--- src/rtl/rr_arbiter_n.sv ---
// N-input registered round-robin arbiter with a one-entry output stage.
// Optional burst locking is compiled in with `define ARB_LOCK_EN.

module rr_arbiter_n_lane #(
  parameter int SEL_W = 2,
  parameter int IDX   = 0
) (
  input  logic             valid,
  input  logic             eligible,
  input  logic [SEL_W-1:0] last_grant,
  output logic             req_lo,
  output logic             req_hi
);
  localparam logic [SEL_W-1:0] IDX_S = SEL_W'(IDX);

  // req_hi marks requesters strictly above the last grant; they win before any wrap
  assign req_lo = valid & eligible;
  assign req_hi = req_lo & (IDX_S > last_grant);
endmodule

module rr_arbiter_n #(
  parameter int NUM_IN = 4,
  parameter int ADDR_W = 6,
  parameter int DATA_W = 64,
  localparam int SEL_W = (NUM_IN > 1) ? $clog2(NUM_IN) : 1
) (
  input  logic                     clk,
  input  logic                     reset,
  input  logic [NUM_IN-1:0]        io_in_valid,
  output logic [NUM_IN-1:0]        io_in_ready,
  input  logic [NUM_IN-1:0]        io_in_rw,
  input  logic [NUM_IN*ADDR_W-1:0] io_in_addr,
  input  logic [NUM_IN*DATA_W-1:0] io_in_data,
`ifdef ARB_LOCK_EN
  input  logic [NUM_IN-1:0]        io_in_lock,
`endif
  input  logic                     io_out_ready,
  output logic                     io_out_valid,
  output logic                     io_out_bits_rw,
  output logic [ADDR_W-1:0]        io_out_bits_addr,
  output logic [DATA_W-1:0]        io_out_bits_data,
  output logic [SEL_W-1:0]         io_chosen
);
  typedef struct packed {
    logic              rw;
    logic [ADDR_W-1:0] addr;
    logic [DATA_W-1:0] data;
  } req_t;

  localparam logic [SEL_W-1:0] LAST_RST = SEL_W'(NUM_IN - 1);

  logic [SEL_W-1:0]  last_grant;
  logic [NUM_IN-1:0] eligible, req_lo, req_hi;
  logic [SEL_W-1:0]  win_idx;
  logic              win_ok, can_load, xfer;
  req_t              win_req, out_q;

`ifdef ARB_LOCK_EN
  logic             lock_active;
  logic [SEL_W-1:0] lock_ch;

  always_comb begin
    eligible = '1;
    if (lock_active) begin
      for (int i = 0; i < NUM_IN; i++) eligible[i] = (lock_ch == SEL_W'(i));
    end
  end
`else
  assign eligible = '1;
`endif

  for (genvar g = 0; g < NUM_IN; g++) begin : g_lane
    rr_arbiter_n_lane #(.SEL_W(SEL_W), .IDX(g)) u_lane (
      .valid      (io_in_valid[g]),
      .eligible   (eligible[g]),
      .last_grant (last_grant),
      .req_lo     (req_lo[g]),
      .req_hi     (req_hi[g])
    );
  end

  // Lowest set bit of req_hi if any, otherwise lowest of req_lo (the wrapped half)
  always_comb begin
    win_idx = '0;
    win_ok  = |req_lo;
    for (int i = NUM_IN - 1; i >= 0; i--) if (req_lo[i]) win_idx = SEL_W'(i);
    for (int i = NUM_IN - 1; i >= 0; i--) if (req_hi[i]) win_idx = SEL_W'(i);
  end

  assign can_load = !io_out_valid | io_out_ready;
  assign xfer     = can_load & win_ok & !reset;

  always_comb begin
    io_in_ready = '0;
    for (int i = 0; i < NUM_IN; i++) io_in_ready[i] = xfer & (win_idx == SEL_W'(i));
  end

  always_comb begin
    win_req.rw   = io_in_rw[win_idx];
    win_req.addr = io_in_addr[win_idx*ADDR_W +: ADDR_W];
    win_req.data = io_in_data[win_idx*DATA_W +: DATA_W];
  end

  always_ff @(posedge clk) begin
    if (reset) begin
      io_out_valid <= 1'b0;
      out_q        <= '0;
      io_chosen    <= '0;
      last_grant   <= LAST_RST;
    end else if (xfer) begin
      io_out_valid <= 1'b1;
      out_q        <= win_req;
      io_chosen    <= win_idx;
      last_grant   <= win_idx;
    end else if (io_out_valid & io_out_ready) begin
      io_out_valid <= 1'b0;
    end
  end

`ifdef ARB_LOCK_EN
  // While locked only lock_ch can win, so every transfer re-evaluates the lock bit
  always_ff @(posedge clk) begin
    if (reset) begin
      lock_active <= 1'b0;
      lock_ch     <= '0;
    end else if (xfer) begin
      lock_active <= io_in_lock[win_idx];
      lock_ch     <= win_idx;
    end
  end
`endif

  assign io_out_bits_rw   = out_q.rw;
  assign io_out_bits_addr = out_q.addr;
  assign io_out_bits_data = out_q.data;
endmodule
--- config.mk ---
export PLATFORM = sky130hd
export DESIGN_NAME = rr_arbiter_n
export DESIGN_NICKNAME = d
export VERILOG_FILES = /design/src/rtl/rr_arbiter_n.sv
export SDC_FILE = /design/constraint.sdc
export NUM_CORES = 1
export LEC_CHECK = 0
export BUFFER_PORTS_ARGS = -buffer_cell sky130_fd_sc_hd__buf_4
export CORE_AREA = 2 2 145 147
export DETAILED_ROUTE_END_ITERATION = 8
export DIE_AREA = 0 0 147 149
export SETUP_SLACK_MARGIN = 0.4
export SLEW_MARGIN = 10
export SYNTH_ARGS = -nofsm -noshare
export SYNTH_HDL_FRONTEND = slang
export SYNTH_SLANG_ARGS = --single-unit
--- constraint.sdc ---
create_clock -name clk -period 2.65 [get_ports clk]
set_input_delay 0.1325 -clock clk [delete_from_list [all_inputs] [get_ports clk]]
set_output_delay 0.1325 -clock clk [all_outputs]
set_load 0.005 [all_outputs]
## Word level (Yosys, flattened, before mapping)

Index checks and enable logic that the tools add are counted.

| storage, ports and cells | value |
|---|---|
| register bits | 76 |
| input bits | 291 |
| output and inout port bits | 78 |
| word-level logic and storage cells | 46 |

| cells by class | value |
|---|---|
| multiply operators | 1 |
| order comparisons | 5 |
| equal/unequal tests | 3 |
| shifts and indexed selects | 2 |
| mux-type cells | 12 |
| bitwise logic cells | 12 |
| reduce and logical (&&, ||, !) cells | 5 |

Operator list:

| cell | count |
|---|---|
| variable part select 256 x 9 -> 64 bit | 1 |
| variable part select 24 x 6 -> 6 bit | 1 |
| 2-to-1 mux 2 bit | 8 |
| AND 1 bit | 11 |
| == test 2 bit, second input constant | 2 |
| greater-than comparator 1 x 2 -> 1 bit, first input constant | 2 |
| greater-than comparator 2 bit, first input constant | 2 |
| multiplier 2 x 2 -> 4 bit, second input constant | 1 |
| OR reduction 4 bit | 1 |
| less-than comparator 2 x 3 -> 1 bit, second input constant | 1 |
| 2-to-1 mux 1 bit | 3 |
| binary-select mux 1 bit (select 2 bit) | 1 |
| == test 2 x 1 -> 1 bit, second input constant | 1 |
| zero test 1 bit | 2 |
| zero test 2 bit | 1 |
| nonzero test 2 bit | 1 |
| OR 1 bit | 1 |

## Depth between registers and ports, before layout

| depth | value |
|---|---|
| word-level depth | 10 |
| gate-level depth with buffers | 9 |

## Cells and area by module

A second synthesis with hierarchy kept.

| second synthesis, totals | value |
|---|---|
| cell total of the unflattened synthesis | 619 |
| area, all modules | 5406.4 µm² |

Modules (own cells, without submodules):

| module | instances | cells an instance | area an instance (µm²) |
|---|---|---|---|
| rr_arbiter_n | 1 | 610 | 5327.6 |
| rr_arbiter_n_lane (g_lane[3].u_lane) | 1 | 2 | 27.5 |
| rr_arbiter_n_lane (g_lane[1].u_lane) | 1 | 2 | 18.8 |
| rr_arbiter_n_lane (g_lane[0].u_lane) | 1 | 3 | 17.5 |
| rr_arbiter_n_lane (g_lane[2].u_lane) | 1 | 2 | 15.0 |

## Worst setup path after synthesis

OpenSTA, ideal clock, no wires.

| timing path | value |
|---|---|
| path type | register to register |
| start | register last_grant[0] |
| end | register out_q, in the netlist io_out_bits_data[30] |
| library setup time | 0.122 ns |
| arrival time | 1.844 ns |
| slack | 0.685 ns |
| stages on the path, launching flop included | 7 |
| cell sequence | dfxtp_1 > and2b_4 > o21a_4 > nor3_4 > buf_2 > mux2_2 > a221o_1 |

| between the ends | value |
|---|---|
| longest elaborated chain between the ends | 7 |
| elaborated cells on any way between the ends | 13 |

RTL lines:

| element | RTL line | text |
|---|---|---|
| from (decl) | 52 | `logic [SEL_W-1:0] last_grant;` |
| from (signal assigned) | 114 | `last_grant <= win_idx;` |
| greater-than comparator 2 bit | 18 | `assign req_hi = req_lo & (IDX_S > last_grant);` |
| AND 1 bit | 18 |  |
| 2-to-1 mux 2 bit (3 in series) | 87 | `for (int i = NUM_IN - 1; i >= 0; i--) if (req_hi[i]) win_idx = SEL_W'(i);` |
| 2-to-1 mux 2 bit (*) | 87 |  |
| variable part select 256 x 9 -> 64 bit (*) | 101 | `win_req.data = io_in_data[win_idx*DATA_W +: DATA_W];` |
| to (signal assigned) | 112 | `out_q <= win_req;` |
| to (decl) | 56 | `req_t win_req, out_q;` |

Every way passes the cells marked *; elsewhere a longest branch is shown, timed or not.
A chain may end at the register's enable or synchronous reset.

## Worst setup path after layout

| timing path | value |
|---|---|
| start | register last_grant[0] |
| end | register out_q, in the netlist io_out_bits_data[52] |

Same word-level chain as after synthesis.

==> run_results.csv <==
group,metric,value,unit
worst_setup_path,setup.worst_path.start_class,"flip-flop",
yosys,ys_async_sr_fraction,0,%
yosys,synth.most_common_cell,"dfxtp_1",
routing,firstDrtPassIters,4,
floorplan,die_w,147,µm
yosys,area_fraction_in_compound_gates_after_synthesis,31.3,%
place,placed_insts,1160,
place,detailed_place_hpwl,15900,µm
timing,layout_setup_ws,0.488,ns
global_route,grt_start_max_net_pins,55,
yosys,synth-edff-count,0,
layout,post_route_cells_drive_above_1_share,52.8,%
layout,final_nets,1197,
clocking,clkSinkCount,76,
yosys,number_of_nets_in_the_synthesized_netlist,855,
pwr,power_density,565,mW/mm²
layout,instances_no_fill,1186,
floorplan,die_h,149,µm
worst_setup_path,timing.critical_path.required,2.89,ns
place,gp_congestion,0.751,
floorplan,io_pins,369,
worst_setup_path,r2r.worst_path.cells,7,
worst_setup_path,critical_path.reg2reg.startpoint,"last_grant[0]$_SDFFE_PP1P_",
clocking,htreeDepth,3,
routing,routed_wire_length_per_instance,19.3,µm
place,port-buffer-count,368,
min_path,holdCritPathClass,"in2reg",
yosys,synth-adder-area-share,0,%
worst_setup_path,worstPathMaxFanout,21,
worst_setup_path,path_buf_inv,2,
routing,drc,0,
pwr,largest_vdd_supply_drop,0.000261,V
clocking,clk_path_buf_depth,2,
worst_setup_path,worst-setup-path-type,"reg2reg",
clocking,tritoncts.num_buffers,9,
worst_setup_path,startpoint,"last_grant[0]$_SDFFE_PP1P_",
global_route,grt_pass1_wl,33400,µm
run,drv_cap,0,
timing,worst_pin_slew,0.479,ns
timing,max_freq,0.463,GHz
timing,final.setup.tns,0,ns
layout,antenna_cells,0,
timing,rsz0062_at_grt,"true",
global_route,global_route.usage.total,19.4,%
timing,setup-violations-final,0,
worst_setup_path,crit_arrival,2.40,ns
clocking,root_buffer,"clkbuf_16",
global_route,grt_overflow_total,0,
yosys,post_synth_num_cell_types,38,
routing,dr_total_vias,6036,
layout,area_of_the_multi_input_gates,0.00304,mm²
yosys,synth.ff_latch_count,76,
worst_setup_path,critPathCaptureType,"flip-flop",
yosys,yosys.area.top_type,"dfxtp_1",
place,dpl_worst_slack,0.426,ns
clocking,clock_latency,0.34,ns
pwr,power.leakage,3.77,nW
routing,initialDrtViolationCount,247,
timing,hold_viol_final,0,
floorplan,num_rows,53,
timing,relSlewSlack,68.1,%
worst_setup_path,worst_path_max_delay_cell,"dfxtp_2",
timing,timing.final.crit_share,81.6,%
clocking,tritoncts_clock_tree,"built",
timing,holdWs,0.0223,ns
yosys,synth_top_family_by_area,"compound AO/OA/AOI/OAI gates",
yosys,ys_warn_count,0,
yosys,synth.mux.area_fraction,14.4,%
global_route,antenna_found_initial,0,
yosys,post-synth-top-area-fraction,31.4,%
timing,final_period_minus_worst_setup_slack,2.16,ns
global_route,first_global_vias,6161,
yosys,post_synth_and_or_nand_nor_area_fraction,16.2,%
layout,finish.instance_area,0.00837,mm²
yosys,synth_sequential_area_ratio,31.4,%
routing,routed_via_density,5.09,
yosys,synth_top_cells_by_area,"dfxtp_1 (31%), mux2_2 (8.1%), a21oi_1 (7.6%), a221o_1 (6.6%), mux2_1 (5.8%)",
place,placed_area,0.00788,mm²
routing,detail_route.wirelength,22900,µm
yosys,synth_xor_area_share,0,%
timing,worst_clock_skew,0.00877,ns
worst_setup_path,critPathTopFamily,"simple AND/OR/NAND/NOR gates",
layout,final-seq-area,0.00152,mm²
worst_setup_path,critical_path.cell_chain,"and2b_4 -> o21a_4 -> nor3_4 -> buf_4 -> clkbuf_16 -> mux2_1 -> o221a_2",
yosys,postSynthCellCount,564,
yosys,synth_commonest_cells,"dfxtp_1 (76), a21oi_1 (74), nor2_1 (44)",
yosys,syn_avg_cell_area,8.59,µm²
floorplan,core_area,0.0206,mm²
worst_setup_path,cp_num_cells,7,
timing,slew_violations,0,
routing,ant_nets,0,
layout,num-fill-cells,2141,
clocking,cts.clk_slew.worst_paths,0.07,ns
layout,area.growth.synth_to_final,72.6,%
yosys,main_synth_ff_type,"dfxtp_1",
run_status,run_status,"finished, final reports clean",
floorplan,floorplan.die_area,0.0219,mm²
floorplan,initial_core_util,23.6,%
min_path,holdPathStages,2,
yosys,syn_area,0.00485,mm²
min_path,min_from,"io_in_data[26]",
worst_setup_path,critical_path.max_stage_delay,0.37,ns
==> metal layers <==
layer / vias up / global-route usage (%) / part of all wire (%)
met3: 27 / 5.32 / 7.9
met4: 0 / 6.06 / 1.7
met2: 282 / 34.8 / 50
li1: 2890 / - / -
met5: - / 0 / 0
met1: 2837 / 22.5 / 40
==> per-stage QoR <==
step,util (%),power [W]
2_1_floorplan,-,0.00232
3_3_place_gp,38.3,0.00321
3_5_place_dp,38.3,0.00323
4_1_cts,40.3,0.00473
5_1_grt,40.7,0.00498
6_report,40.7,0.00472
==> registers in the layout (all words and copies together), names as in the netlist <==
register / count
io_out_bits_rw: 1
last_grant: 2
io_chosen: 2
io_out_bits_addr: 6
io_out_bits_data: 64
io_out_valid: 1
==> timing repair <==
action                                  CTS  global route
hold buffers                              6             0
resized for setup                         4             3
cloned                                    0             2
pin swaps                                 0             2
endpoints found under the hold margin     6             0
endpoints found under the setup margin    3             4
buffers inserted                          0             2
==> cell type report <==
cell class                      count  share of cell area, %
Tap cell                          275                   4.11
Clock buffer                       10                   2.74
Inverter                            3                  0.135
Clock inverter                      6                   1.33
Multi-Input combinational cell    418                   36.3
Timing Repair Buffer              398                   37.2
Sequential cell                    76                   18.2
==> path summary, 6_finish.rpt <==
path / to / slack, ns
worst max-delay path: io_out_bits_data[52]$_SDFFE_PP0P_ / 0.49
worst min-delay path: io_out_bits_data[26]$_SDFFE_PP0P_ / 0.02
worst max register to register: io_out_bits_data[52]$_SDFFE_PP0P_ / 0.49
worst min register to register: io_chosen[1]$_SDFFE_PP0P_ / 0.44
==> report_power, final <==
group	switching [W]	leakage [nW]	internal, W	total, W
logic	0.000779	2.97	0.00101	0.00179
clock network	0.000536	0.163	0.000924	0.00146
registers	0.000122	0.635	0.00135	0.00147
total	0.00144	3.77	0.00329	0.00472
==> logic make-up (layout without fill, tap and decap cells) <==
kind of cell	count (synthesis)	in the layout
AND/OR/NAND/NOR	156	156
buffers and inverters	70	417
AO/OA/AOI/OAI	200	200
multiplexers	62	62
flip-flops	76	76
==> placed cells by master, fill, tap and decap left out, types with 5 or more instances in the layout <==
master         Yosys  final
nand2_1           16     15
dlygate4sd3_1      0      6
a21oi_1           74     74
o221a_1           17     17
dfxtp_1           76     74
mux2_2            35     35
a221o_1           32     32
buf_4              2    383
nand3_1           11     10
o31ai_1           32     32
o21ai_0            6      6
nor3_1            41     40
o221a_2           22     22
buf_12             0      5
nand4_1           32     32
clkbuf_16          0     11
o21ai_1            9      7
mux2_1            25     25
nor2_1            44     43
Power figures use the tool's default switching activity.
